<file path="src/rtl/xlr_mem_accum.sv">
// xlr_mem_accum: multi-bank memory accumulate engine.
// On an accepted start it reads len consecutive words from every bank in
// parallel, sums them per bank, writes each bank's sum back to dst_addr and
// pulses done.
// Optional feature macro: XLR_ACC_SAT_EN (saturating accumulate). When it is
// undefined, sums wrap modulo 2^DATA_W.
//
// Control protocol: start is a single-cycle request that is accepted only in
// IDLE. Any start seen in another state is dropped. busy is high from the
// cycle after an accepted start through the done cycle. done pulses for one
// cycle. Memory read data is expected one cycle after mem_rd_en.
module xlr_mem_accum #(
  parameter int DATA_W = 32,
  parameter int ADDR_W = 10,
  parameter int NUM_CH = 4
) (
  input  logic                     clk,
  input  logic                     rst_n,
  input  logic                     start,
  input  logic [ADDR_W-1:0]        len,
  input  logic [ADDR_W-1:0]        src_base,
  input  logic [ADDR_W-1:0]        dst_addr,
  output logic                     busy,
  output logic                     done,
  output logic [NUM_CH-1:0]        ovf,
  output logic [NUM_CH-1:0]        mem_rd_en,
  output logic [NUM_CH-1:0]        mem_wr_en,
  output logic [ADDR_W-1:0]        mem_addr,
  output logic [NUM_CH*DATA_W-1:0] mem_wdata,
  input  logic [NUM_CH*DATA_W-1:0] mem_rdata
);

  typedef enum logic [2:0] {
    IDLE  = 3'd0,
    READ  = 3'd1,
    DRAIN = 3'd2,
    WRITE = 3'd3,
    DONE  = 3'd4
  } state_t;

  state_t state_q, state_nxt;

  logic [ADDR_W-1:0] len_q, src_q, dst_q;
  logic [ADDR_W-1:0] cnt_q, cnt_nxt;   // reads issued so far
  logic              acc_en_q;         // rdata of a previous read is valid now
  logic              cap, clr_sum;
  logic              rd_nxt, wr_nxt, done_nxt;
  logic [ADDR_W-1:0] addr_nxt;
  logic [NUM_CH*DATA_W-1:0] wdata_nxt;

  logic [DATA_W-1:0] sum_q   [NUM_CH];
  logic [DATA_W-1:0] sum_acc [NUM_CH];  // sum_q plus the current read data
  logic [DATA_W-1:0] sum_cur [NUM_CH];  // sum after this cycle's accumulate
  logic [DATA_W:0]   ext     [NUM_CH];
  logic [NUM_CH-1:0] carry;

  // Per-channel adder with carry detect; wrap or clamp on carry.
  always_comb begin
    for (int c = 0; c < NUM_CH; c++) begin
      ext[c]   = {1'b0, sum_q[c]} + {1'b0, mem_rdata[c*DATA_W +: DATA_W]};
      carry[c] = ext[c][DATA_W];
`ifdef XLR_ACC_SAT_EN
      // Once clamped, any further nonzero add carries again, so the sum
      // stays pinned at the maximum for the rest of the operation.
      sum_acc[c] = carry[c] ? {DATA_W{1'b1}} : ext[c][DATA_W-1:0];
`else
      sum_acc[c] = ext[c][DATA_W-1:0];
`endif
      sum_cur[c] = acc_en_q ? sum_acc[c] : sum_q[c];
    end
  end

  // Next-state and next-output logic. All outputs are registered from these.
  always_comb begin
    state_nxt = state_q;
    cnt_nxt   = cnt_q;
    cap       = 1'b0;
    clr_sum   = 1'b0;
    rd_nxt    = 1'b0;
    wr_nxt    = 1'b0;
    done_nxt  = 1'b0;
    addr_nxt  = '0;
    wdata_nxt = '0;
    case (state_q)
      IDLE: begin
        if (start) begin
          cap     = 1'b1;
          clr_sum = 1'b1;
          if (len != '0) begin
            state_nxt = READ;
            rd_nxt    = 1'b1;
            addr_nxt  = src_base;
            cnt_nxt   = ADDR_W'(1);
          end else begin
            // Empty operation: write the cleared (zero) sums immediately.
            state_nxt = WRITE;
            wr_nxt    = 1'b1;
            addr_nxt  = dst_addr;
          end
        end
      end
      READ: begin
        if (cnt_q == len_q) begin
          state_nxt = DRAIN;
        end else begin
          rd_nxt   = 1'b1;
          addr_nxt = src_q + cnt_q;   // wraps modulo 2^ADDR_W
          cnt_nxt  = cnt_q + ADDR_W'(1);
        end
      end
      DRAIN: begin
        // The last read's data is absorbed this cycle, so the write data
        // must include it: take the post-accumulate value.
        state_nxt = WRITE;
        wr_nxt    = 1'b1;
        addr_nxt  = dst_q;
        for (int c = 0; c < NUM_CH; c++) begin
          wdata_nxt[c*DATA_W +: DATA_W] = sum_cur[c];
        end
      end
      WRITE: begin
        state_nxt = DONE;
        done_nxt  = 1'b1;
        clr_sum   = 1'b1;
      end
      DONE: begin
        state_nxt = IDLE;
      end
      default: begin
        state_nxt = IDLE;
      end
    endcase
  end

  // State, counter and captured operands.
  always_ff @(posedge clk or negedge rst_n) begin
    if (!rst_n) begin
      state_q  <= IDLE;
      cnt_q    <= '0;
      len_q    <= '0;
      src_q    <= '0;
      dst_q    <= '0;
      acc_en_q <= 1'b0;
    end else begin
      state_q  <= state_nxt;
      cnt_q    <= cnt_nxt;
      acc_en_q <= mem_rd_en[0];
      if (cap) begin
        len_q <= len;
        src_q <= src_base;
        dst_q <= dst_addr;
      end
    end
  end

  // Per-channel sums and sticky overflow flags.
  always_ff @(posedge clk or negedge rst_n) begin
    if (!rst_n) begin
      ovf <= '0;
      for (int c = 0; c < NUM_CH; c++) sum_q[c] <= '0;
    end else begin
      if (cap) begin
        ovf <= '0;
      end else if (acc_en_q) begin
        ovf <= ovf | carry;
      end
      for (int c = 0; c < NUM_CH; c++) begin
        if (clr_sum) begin
          sum_q[c] <= '0;
        end else if (acc_en_q) begin
          sum_q[c] <= sum_acc[c];
        end
      end
    end
  end

  // Registered control and memory-side outputs.
  always_ff @(posedge clk or negedge rst_n) begin
    if (!rst_n) begin
      busy      <= 1'b0;
      done      <= 1'b0;
      mem_rd_en <= '0;
      mem_wr_en <= '0;
      mem_addr  <= '0;
      mem_wdata <= '0;
    end else begin
      busy      <= (state_nxt != IDLE);
      done      <= done_nxt;
      mem_rd_en <= {NUM_CH{rd_nxt}};
      mem_wr_en <= {NUM_CH{wr_nxt}};
      mem_addr  <= addr_nxt;
      mem_wdata <= wdata_nxt;
    end
  end

endmodule
</file>
<file path="config.mk">
export PLATFORM = sky130hd
export DESIGN_NAME = xlr_mem_accum
export DESIGN_NICKNAME = d
export VERILOG_FILES = /design/src/rtl/xlr_mem_accum.sv
export SDC_FILE = /design/constraint.sdc
export NUM_CORES = 1
export LEC_CHECK = 0
export CORE_MARGIN = 2
export CORE_UTILIZATION = 60
export CTS_CLUSTER_DIAMETER = 120
export DETAILED_ROUTE_END_ITERATION = 6
export GPL_TIMING_DRIVEN = 1
export HOLD_SLACK_MARGIN = 0.15
export PLACE_DENSITY = 0.88
export SLEW_MARGIN = 25
export SYNTH_ARGS = -nofsm -noshare
export SYNTH_HDL_FRONTEND = slang
export SYNTH_SLANG_ARGS = --single-unit
</file>
<file path="constraint.sdc">
create_clock -name clk -period 7.9 [get_ports clk]
set_input_delay 0.79 -clock clk [delete_from_list [all_inputs] [get_ports clk]]
set_output_delay 0.79 -clock clk [all_outputs]
set_load 0.03 [all_outputs]
</file>
# After elaboration in Yosys (flattened, before gate mapping)
# Cells that the tools add are included.
dict set report word_totals {
  latch_bits 0
  rom_bits 0
  ramBits 0
  n_memories 0
  out_inout_bits 152
  ff_bits 318
}
dict set report op_classes {
  n_addsub 6
  n_mul 0
  bitwise 1
  magnitude_cmp 0
  mux 34
  eq_ne 7
  reduce_logical 6
  shifts 0
  n_div 0
}
# op count
set op_table {}
lappend op_table {{2-to-1 mux 32 bit} 8}
lappend op_table {{adder 32 x 32 -> 33 bit} 4}
lappend op_table {{2-to-1 mux 128 bit} 1}
lappend op_table {{2-to-1 mux 10 bit} 6}
lappend op_table {{case mux 10 bit (3 select lines)} 1}
lappend op_table {{case mux 10 bit (2 select lines)} 1}
lappend op_table {{case mux 3 bit (4 select lines)} 1}
lappend op_table {{adder 10 x 1 -> 10 bit, second input constant} 1}
lappend op_table {{adder 10 bit} 1}
lappend op_table {{== test 10 bit} 1}
lappend op_table {{nonzero test 10 bit} 1}
lappend op_table {{2-to-1 mux 1 bit} 8}
lappend op_table {{2-to-1 mux 4 bit} 2}
lappend op_table {{== test 3 x 2 -> 1 bit, second input constant} 2}
lappend op_table {{2-to-1 mux 3 bit} 2}
lappend op_table {{inequality test 2 bit, second input constant} 3}
lappend op_table {{case mux 1 bit (2 select lines)} 3}
lappend op_table {{bitwise OR 4 bit} 1}
lappend op_table {{AND reduction 4 bit} 1}
lappend op_table {{nonzero test 2 bit} 2}
lappend op_table {{== test 3 x 1 -> 1 bit, second input constant} 1}
lappend op_table {{logical NOT 3 bit} 1}
lappend op_table {{nonzero test 3 bit} 1}
lappend op_table {{2-to-1 mux 2 bit} 1}

# Longest topological paths before layout
# Gate-level depths: netlist of the first run.
dict set report logic_depth {
  ltp_word 5
  mapped_depth 11
  depth_no_buf 11
}

# Least setup slack after synthesis of the first run
# No wires, ideal clock.
dict set report synth_path {
  kind {input to register}
  from {in mem_rdata[0]}
  to {reg mem_wdata[22]}
  slack_ps 4934
  cell_stages 11
  n_path_buf 0
  t_arrival_ps 2840
  cell_sequence {ha_1 > inv_1 > fa_1 > and2b_1 > o211ai_1 > a21boi_1 > o21ai_1 > o21ba_2 > a21oi_1 > mux2i_1 > a311o_1}
}
dict set report synth_via {
  elab_chain_len 3
}
# element line_no
set synth_lines {}
lappend synth_lines {{from (decl)} 30} ;# input logic [NUM_CH*DATA_W-1:0] mem_rdata
lappend synth_lines {{adder 32 x 32 -> 33 bit} 60} ;# ext[c] = {1'b0, sum_q[c]} + {1'b0, mem_rdata[c*DATA_W +: DATA_W]};
lappend synth_lines {{2-to-1 mux 32 bit} n/a}
lappend synth_lines {{2-to-1 mux 128 bit} 84} ;# case (state_q)
lappend synth_lines {{via wdata_nxt[22]} 49} ;# logic [NUM_CH*DATA_W-1:0] wdata_nxt;
lappend synth_lines {{to (signal assigned)} 192} ;# mem_wdata <= wdata_nxt;
lappend synth_lines {{to (decl)} 29} ;# output logic [NUM_CH*DATA_W-1:0] mem_wdata,
# The timed path passes the listed nets, and every way through them passes these cells.
# A chain may end at the register's enable or synchronous reset.

# Worst setup path after layout of the first run
dict set report layout_path {
  from {reg acc_en_q}
  to {reg sum_q[63] (netlist bit)}
}
dict set report layout_via {
  elab_chain_len 2
}
# element line_no
set layout_lines {}
lappend layout_lines {{from (decl)} 45} ;# logic acc_en_q;
lappend layout_lines {{from (signal assigned)} 147} ;# acc_en_q <= mem_rd_en[0];
lappend layout_lines {{2-to-1 mux 32 bit (2 in a row)} n/a}
lappend layout_lines {{to (signal, indexed assignment)} 171} ;# sum_q[c] <= sum_acc[c];
lappend layout_lines {{to (decl)} 51} ;# logic [DATA_W-1:0] sum_q [NUM_CH];
# Every way passes these cells.

==> results of run 1 <==
==> power by group through the flow <==
stage                     sequential (mW)  clock, mW  combinational (mW)
after floorplan                      2.48          0                4.25
after global placement               2.54          0                5.28
after detailed placement             2.57          0                5.50
after CTS                            2.55       1.83                5.57
after global routing                 2.62       1.89                6.25
final                                2.56       1.80                5.65
==> final timing paths <==
| check | start | end | slack, ns | cells past startpoint |
|---|---|---|---|---|
| min in group clk | mem_rd_en[0] | acc_en_q | 0.47 | 0 |
| worst min-delay path | rst_n | mem_wdata[101] | 0.27 | 1 |
| worst min register to register | mem_rd_en[0] | acc_en_q | 0.47 | 0 |
| max in group asynchronous | rst_n | mem_wdata[127] | 6.12 | 2 |
| worst max register to register | acc_en_q | sum_q[63] | 4.29 | 6 |
| worst max-delay path | acc_en_q | sum_q[63] | 4.29 | 6 |
==> critical path, cell delays in order (launching register included) <==
cell	delay [ns]
dfrtp_4	1.10
clkinv_2	0.93
buf_4	0.61
a21oi_1	0.20
o21ai_0	0.09
nor3b_1	0.38
nor2_1	0.09
==> area by class of cell <==
| type | instances | area (um2) | share of cell area, % |
|---|---|---|---|
| timing repair buffer | 320 | 3200 | 13.0 |
| multi-input combinational | 1803 | 11400 | 46.4 |
| tap | 448 | 561 | 2.27 |
| clock buffer | 51 | 1090 | 4.43 |
| clock inverter | 15 | 190 | 0.772 |
| inverter | 55 | 208 | 0.843 |
| sequential | 318 | 7960 | 32.3 |
==> per-layer routing <==
metal | GRT usage (%) | routed length (um)
met1 | 42.8 | 24600
met2 | 56.3 | 28400
met3 | 5.82 | 3930
met4 | 13.7 | 2440
met5 | 0 | 0
==> layout by cell type, fill, tap and decap left out, drive strengths merged, types with 21 or more instances in the layout <==
cell / Yosys / final
dfrtp: 318 / 318
clkdlybuf4s50: 0 / 311
nor2: 310 / 310
nand2: 269 / 269
a21oi: 164 / 164
ha: 138 / 138
o21ai: 118 / 118
mux2i: 92 / 92
a21o: 74 / 74
nand3: 60 / 60
xnor2: 56 / 56
nor3: 56 / 56
inv: 55 / 56
nand4: 51 / 51
clkbuf: 88 / 51
nor2b: 32 / 32
xor2: 30 / 30
a31oi: 25 / 25
a211oi: 25 / 25
nand2b: 23 / 23
o22ai: 23 / 23
o21bai: 23 / 23
o21a: 21 / 21
or3: 21 / 21
==> per-stage QoR <==
| stage | instance area (um2) | worst slack, ns | total power [mW] |
|---|---|---|---|
| after floorplan | 20100 | 4.93 | 6.73 |
| after global placement | 23400 | 4.14 | 7.82 |
| after detailed placement | 23400 | 4.08 | 8.06 |
| after CTS | 24600 | 4.33 | 9.95 |
| after global routing | 24600 | 4.04 | 10.8 |
| final | 24600 | 4.29 | 10.0 |
==> state kept, by name (all words and copies together), names as in the netlist <==
signal / flops
ovf: 4
mem_rd_en: 1
state_q: 3
sum_q: 128
done: 1
busy: 1
acc_en_q: 1
cnt_q: 10
mem_wr_en: 1
src_q: 10
mem_wdata: 128
mem_addr: 10
len_q: 10
dst_q: 10
==> cells by family (layout without fill, tap and decap cells) <==
group	after synthesis	count (layout)
AOI/OAI and AO/OA	583	583
xor gates and xnor gates	86	86
and+or+nand+nor	898	898
adders and majority gates	143	143
muxes	93	93
DFF	318	318
buffers and inverters	183	441
==> results.toml, run 1 <==
[run_status]
outcome = "finished clean"

[synthesis]
avgSynthCellArea_um2 = 8.74
synthTopCellsByArea = "dfrtp_1 (40%), ha_1 (8.6%), nor2_1 (5.8%)"
ys_types = 83
yosysSeqAreaShare_pct = 39.5
syn-num-nets = 2608
synth_adder_area_share_pct = 9.07
syn_area_mm2 = 0.0201
async_reset_ff_share_pct = 100
synth_top_family_by_area = "simple AND/OR/NAND/NOR gates"
ys_warn_count = 0
ys_top_cells_by_count = "dfrtp_1 (318), nor2_1 (309), nand2_1 (268), a21oi_1 (163), ha_1 (138)"
synth-edff-count = 0
muxShareOfSynthArea_pct = 4.63
ys.flop_type = "dfrtp_1"
synth_compound_area_share_pct = 19.0
yosys.area.top_type = "dfrtp_1"
yosysMostFrequentCell = "dfrtp_1"
yosysTopAreaCellShare_pct = 39.5
synth_cells = 2304
synth_xor_area_share_pct = 3.74
ys_seq_elements = 318
yosys.area_share.simple_pct = 20.2

[drt]
viasPerCell = 6.20
drt_iter0_drc = 1400
drt-total-wl_um = 59300
vias = 18653
drc = 0
first_pass_iters = 5
antenna_left = 0
wl_per_cell_um = 19.7

[floorplanning]
initial_core_util_pct = 60.5
die_area_mm2 = 0.0351
rows = 67
core_area_mm2 = 0.0333
pin_count = 313
die_w_um = 187
die_h_um = 187

[timing]
fin_crit_ns = 3.61
post-route-period-util_pct = 45.7
worst_slew_pin_slew_ns = 1.05
hold_viol = 0
max_slew_margin_pct = 30.2
slew_viol_final = 0
setup_viol = 0
rsz0062_at_grt = "false"
fin_hold_ws_ns = 0.266
fmax_mhz = 277
skew_ns = 0.0174
setup_tns_ns = 0

[power]
p_leak_nw = 11.5
power_frac_seq_pct = 25.6
p_per_area_mw_per_mm2 = 406
vdd.ir_drop.worst_v = 0.000242
p_sw_share_pct = 45.1
p_switching_mw = 4.52
power_frac_comb_pct = 56.4
p_int_mw = 5.50
clkPwrFrac_pct = 18.0

[setup_path]
end_kind = "register"
worstPathArrival_ns = 3.97
path_max_fanout = 72
worstSetupPathType = "reg -> reg"
cp.required_ns = 8.27
cp-start-kind = "register"

[cts]
cts_tree = "yes"
cts_inserted_buffers = 37
htreeDepth = 2
cts.repair.resized = 0
clkSinkCount = 318
cts.clk_slew.worst_paths_ns = 0.06
cts_setup_buffers = 0
clk_latency_ns = 0.53
cts.path.max_buffers = 3
cts_hold_repair.buffers = 0
root_buffer = "clkbuf_16"

[hold_path]
hold_class = "in -> async"

[global_routing]
overflow = 0
grt_start_max_net_pins = 143
grt_pass1_wl_um = 95700
grt_usage_pct = 33.4
grt_pass1_vias = 18670
antenna_found_initial = 0

[job]
max_cap_viol_count = 0

[final_layout]
fin_util_pct = 74.1
drive_gt1_share_pct = 4.57
fin_nets = 2839
synthToLayoutAreaGrowth_pct = 22.4
layout.cells.non_filler = 3010
diodes = 0
fillers = 2408

[placement]
port_buffers = 312
hpwl_um = 41900
place_inst = 2944
gp_congestion = 0.981
Power figures use the tool's default switching activity.
==> run 2: changes to the inputs <==
--- a/config.mk
+++ b/config.mk
@@ -6,12 +6,12 @@
 export NUM_CORES = 1
 export LEC_CHECK = 0
 export CORE_MARGIN = 2
-export CORE_UTILIZATION = 60
+export CORE_UTILIZATION = 50
 export CTS_CLUSTER_DIAMETER = 120
 export DETAILED_ROUTE_END_ITERATION = 6
 export GPL_TIMING_DRIVEN = 1
 export HOLD_SLACK_MARGIN = 0.15
-export PLACE_DENSITY = 0.88
+export PLACE_DENSITY = 0.78
 export SLEW_MARGIN = 25
 export SYNTH_ARGS = -nofsm -noshare
 export SYNTH_HDL_FRONTEND = slang
==> constraint.sdc (replaced) <==
create_clock -name clk -period 3 [get_ports clk]
set_input_delay 0.3 -clock clk [delete_from_list [all_inputs] [get_ports clk]]
set_output_delay 0.3 -clock clk [all_outputs]
set_load 0.03 [all_outputs]
==> results.toml, run 2 (same netlist as run 1, synthesis figures left out) <==
[global_routing]
overflow = 0
grt_pass1_wl_um = 97000
grt_pass1_vias = 18789
antenna_found_initial = 1
grt_start_max_net_pins = 75
grt_usage_pct = 29.1

[drt]
wl_per_cell_um = 19.1
drc = 0
first_pass_iters = 7
vias = 18794
drt-total-wl_um = 61200
viasPerCell = 5.85
antenna_left = 0
drt_iter0_drc = 1345

[cts]
clk_latency_ns = 0.57
clkSinkCount = 318
cts.path.max_buffers = 3
htreeDepth = 2
cts.clk_slew.worst_paths_ns = 0.06
cts_inserted_buffers = 38
root_buffer = "clkbuf_16"
cts_tree = "yes"
cts_setup_buffers = 0

[floorplanning]
pin_count = 313
rows = 73
initial_core_util_pct = 50.7
die_area_mm2 = 0.0419
die_w_um = 205
core_area_mm2 = 0.0397
die_h_um = 205

[final_layout]
synthToLayoutAreaGrowth_pct = 28.7
layout.cells.non_filler = 3213
drive_gt1_share_pct = 9.11
top_regs = "mem_wdata (128), sum_q (128)"
diodes = 0
most-common-layout-cells = "dfrtp_1 (317), clkdlybuf4s50_1 (311), nor2_1 (308), nand2_1 (267), a21oi_1 (162)"
fillers = 3324
fin_nets = 2965
regArea_mm2 = 0.00796
final_common_cell = "dfrtp_1"
multi_input_area_mm2 = 0.0114

[power]
vdd.ir_drop.worst_v = 0.000519
p_leak_nw = 12.2
p_per_area_mw_per_mm2 = 1070

[timing]
skew_ns = 0.0203
hold_viol = 0
post-route-period-util_pct = 93.7
fin_crit_ns = 2.81
setup_slack_ns = 0.190
fmax_mhz = 356
slew_viol_final = 0
max_slew_margin_pct = 54.1
setup_viol = 0
worst_slew_pin_slew_ns = 0.686
rsz0062_at_grt = "false"

[placement]
hpwl_um = 45200
gp_congestion = 0.954
place_inst = 3145
port_buffers = 312
dp_slack_ns = -0.193

[hold_path]
hold_class = "in -> reg"
min_from = "dst_addr[0]"
min_path_cells = 3

[setup_path]
reg2reg_from = "sum_q[32]"
worstPathArrival_ns = 3.21
critPathLaunch = "sum_q[32]"
end_kind = "register"
cp-start-kind = "register"
rr_worst_depth = 11
worstSetupPathType = "reg -> reg"
path_max_fanout = 4
cp.required_ns = 3.40

[run_status]
outcome = "finished clean"

[job]
max_cap_viol_count = 0
[run 2: cell types whose count changed in the layout (fill, tap and decap cells not counted), sizes merged]
| cell | delta |
|---|---|
| clkbuf | +3 |
| bufinv | +2 |
| buf | +124 |
| clkinvlp | -3 |
| inv | -1 |
| dlygate4sd3 | +1 |
[run 2: final timing paths]
path | endpoint | slack [ns]
min in group asynchronous | mem_addr[5] | 0.32
max reg2reg | mem_wdata[90] | 0.19
min reg2reg | acc_en_q | 0.45
max | mem_wdata[90] | 0.19
max in group asynchronous | ovf[3] | 1.82
min | dst_q[0] | 0.31
[run 2: per-layer routing]
metal | global-route usage (%) | up-vias | wire length [um]
li1 | - | 8939 | -
met1 | 37.9 | 9113 | 26300
met2 | 48.1 | 622 | 28900
met3 | 5.41 | 120 | 3960
met4 | 10.7 | 0 | 2050
met5 | 0 | - | 0
[run 2: final cells by class]
type	count	share of cell area [%]
Clock inverter	13	0.873
Inverter	55	0.801
Clock buffer	54	4.53
Multi-Input combinational cell	1803	44.1
Sequential cell	318	30.7
Tap cell	525	2.53
Timing Repair Buffer	445	16.5
[run 2: per-stage QoR]
step	setup TNS [ns]	hold slack, ns	util [%]	power, mW	area, um2
6_report	0	0.306	65.3	27.7	25900
2_1_floorplan	0	0.00441	-	17.7	20100
3_5_place_dp	-2.66	0.335	61.7	22.3	24500
3_3_place_gp	-1.21	0.336	61.7	21.7	24500
5_1_grt	0	0.304	65.3	29.8	25900
4_1_cts	0	0.284	65.2	27.6	25900
[run 2: timing repair]
action,4_1_cts,5_1_grt
endpoints found under the hold margin,67,0
setup endpoints to repair,0,2
hold buffers,1,0
gates resized for setup,0,1
[run 2: critical path: stages, from the launching register on]
cell and delay (ns):
dfrtp_1 0.34, ha_1 0.17, inv_1 0.05, fa_1 0.38, nor2b_1 0.20, o211ai_1 0.20
a21o_1 0.24, a211oi_2 0.25, a41oi_2 0.24, o21ai_1 0.26, xnor2_1 0.17, o22ai_1 0.14
[run 2: report_power, final]
part | total, mW | leakage (nW) | switching, mW | internal [mW]
combinational | 15.9 | 7.47 | 9.18 | 6.72
sequential | 6.61 | 4.08 | 0.931 | 5.68
clock | 5.17 | 0.694 | 1.92 | 3.24
total | 27.7 | 12.2 | 12.0 | 15.6
==> run 3: changes to the inputs <==
--- a/config.mk
+++ b/config.mk
@@ -9,8 +9,7 @@
 export CORE_UTILIZATION = 50
 export CTS_CLUSTER_DIAMETER = 120
 export DETAILED_ROUTE_END_ITERATION = 6
-export GPL_TIMING_DRIVEN = 1
-export HOLD_SLACK_MARGIN = 0.15
+export GPL_TIMING_DRIVEN = 0
 export PLACE_DENSITY = 0.78
 export SLEW_MARGIN = 25
 export SYNTH_ARGS = -nofsm -noshare
==> results.toml, run 3 (same netlist as run 1, synthesis figures left out) <==
[run_status]
outcome = "finished clean"

[timing]
post-route-period-util_pct = 97.1
skew_ns = 0.0237
rsz0062_at_grt = "true"
fin_hold_ws_ns = 0.316
fin_crit_ns = 2.91
setup_slack_ns = 0.0868
max_slew_margin_pct = 23.3
setup_viol = 0
hold_viol = 0
fmax_mhz = 343
slew_viol_final = 0
setup_tns_ns = 0
worst_slew_pin_slew_ns = 1.15

[power]
p_per_area_mw_per_mm2 = 1070
vdd.ir_drop.worst_v = 0.000644
p_leak_nw = 11.8
finalPower_mw = 27.0

[cts]
clkSinkCount = 318
cts_tree = "yes"
cts_inserted_buffers = 38
cts.path.max_buffers = 3
cts.clk_slew.worst_paths_ns = 0.06
root_buffer = "clkbuf_16"
htreeDepth = 2
clk_latency_ns = 0.57

[setup_path]
rr_worst_depth = 5
critPathLaunch = "acc_en_q"
endpoint = "sum_q[42]"
reg2reg_from = "acc_en_q"
cp-start-kind = "register"
reg2reg_to = "sum_q[42]"
worstSetupPathType = "reg -> reg"
ff2ff_setup_slack_ns = 0.09
path_max_fanout = 10
end_kind = "register"
cp.required_ns = 3.47
worstPathArrival_ns = 3.38

[placement]
hpwl_um = 53100
dp_slack_ns = -0.435
port_buffers = 312
gp_congestion = 0.966
place_area_mm2 = 0.0240
place_inst = 3144

[drt]
antenna_left = 0
vias = 19449
wl_per_cell_um = 22.2
first_pass_iters = 6
viasPerCell = 6.07
drt-total-wl_um = 71200
drt_iter0_drc = 1542
drc = 0

[final_layout]
fin_nets = 2963
regArea_mm2 = 0.00796
final_common_cell = "dfrtp_1"
top_regs = "mem_wdata (128), sum_q (128)"
design_area_mm2 = 0.0253
fillers = 3401
layout.cells.non_filler = 3205
drive_gt1_share_pct = 6.04
diodes = 0
fin_util_pct = 63.6
synthToLayoutAreaGrowth_pct = 25.5
multi_input_area_mm2 = 0.0115
most-common-layout-cells = "dfrtp_1 (318), clkdlybuf4s50_1 (311), nor2_1 (309), nand2_1 (268), a21oi_1 (162)"

[floorplanning]
die_area_mm2 = 0.0419
rows = 73
initial_core_util_pct = 50.7
die_w_um = 205
core_area_mm2 = 0.0397
die_h_um = 205
pin_count = 313

[global_routing]
met2_usage_pct = 53.5
busiest_layer = "met2"
grt_use_met3_pct = 5.25
grt_usage_pct = 33.6
grt_pass1_wl_um = 108000
grt_pass1_vias = 19236
grt_start_max_net_pins = 92
antenna_found_initial = 2
overflow = 0
gr-usage-met1_pct = 45.0

[job]
max_cap_viol_count = 0

[hold_path]
min_from = "dst_addr[3]"
hold_class = "in -> reg"
run 3: layout make-up:
| type | instances | area share, % |
|---|---|---|
| tap | 525 | 2.60 |
| timing repair buffer | 318 | 12.8 |
| multi-input combinational | 1803 | 45.6 |
| clock inverter | 10 | 0.257 |
| buffer | 125 | 2.29 |
| clock buffer | 51 | 4.20 |
| inverter | 55 | 0.816 |
| sequential | 318 | 31.5 |
run 3: repair_timing:
item                       in CTS  in global routing
pin swaps                       0                  5
hold buffers                    1                  0
resized for setup               7                 38
buffers inserted                0                  1
hold endpoints to repair       86                  0
setup endpoints to repair      57                 88
run 3: how the worst min path moves through the flow:
stage | end | slack, ns | depth (start not counted)
floorplan | acc_en_q | 0.004 | 0
global placement | acc_en_q | 0.45 | 0
detailed placement | src_q[9] | 0.36 | 1
CTS | dst_q[3] | 0.29 | 3
global route | dst_q[3] | 0.33 | 3
finish | dst_q[3] | 0.32 | 3
run 3: worst max-delay path, cell delays in order (launching register included):
cell	delay [ns]
dfrtp_1	0.32
clkbuf_1	0.25
clkbuf_1	0.75
buf_1	0.70
nand2_1	0.52
o22ai_1	0.28
run 3: per-layer routing:
metal	up-vias	part of all wire [%]
met1	9396	42
li1	8915	-
met4	2	4.4
met5	-	0.018
met3	176	8.1
met2	960	46
run 3: where the power goes:
group	internal (mW)	total, mW	switching [mW]
registers	5.68	6.58	0.897
logic	6.13	16.1	9.97
clock network	2.47	4.31	1.84
total	14.3	27.0	12.7
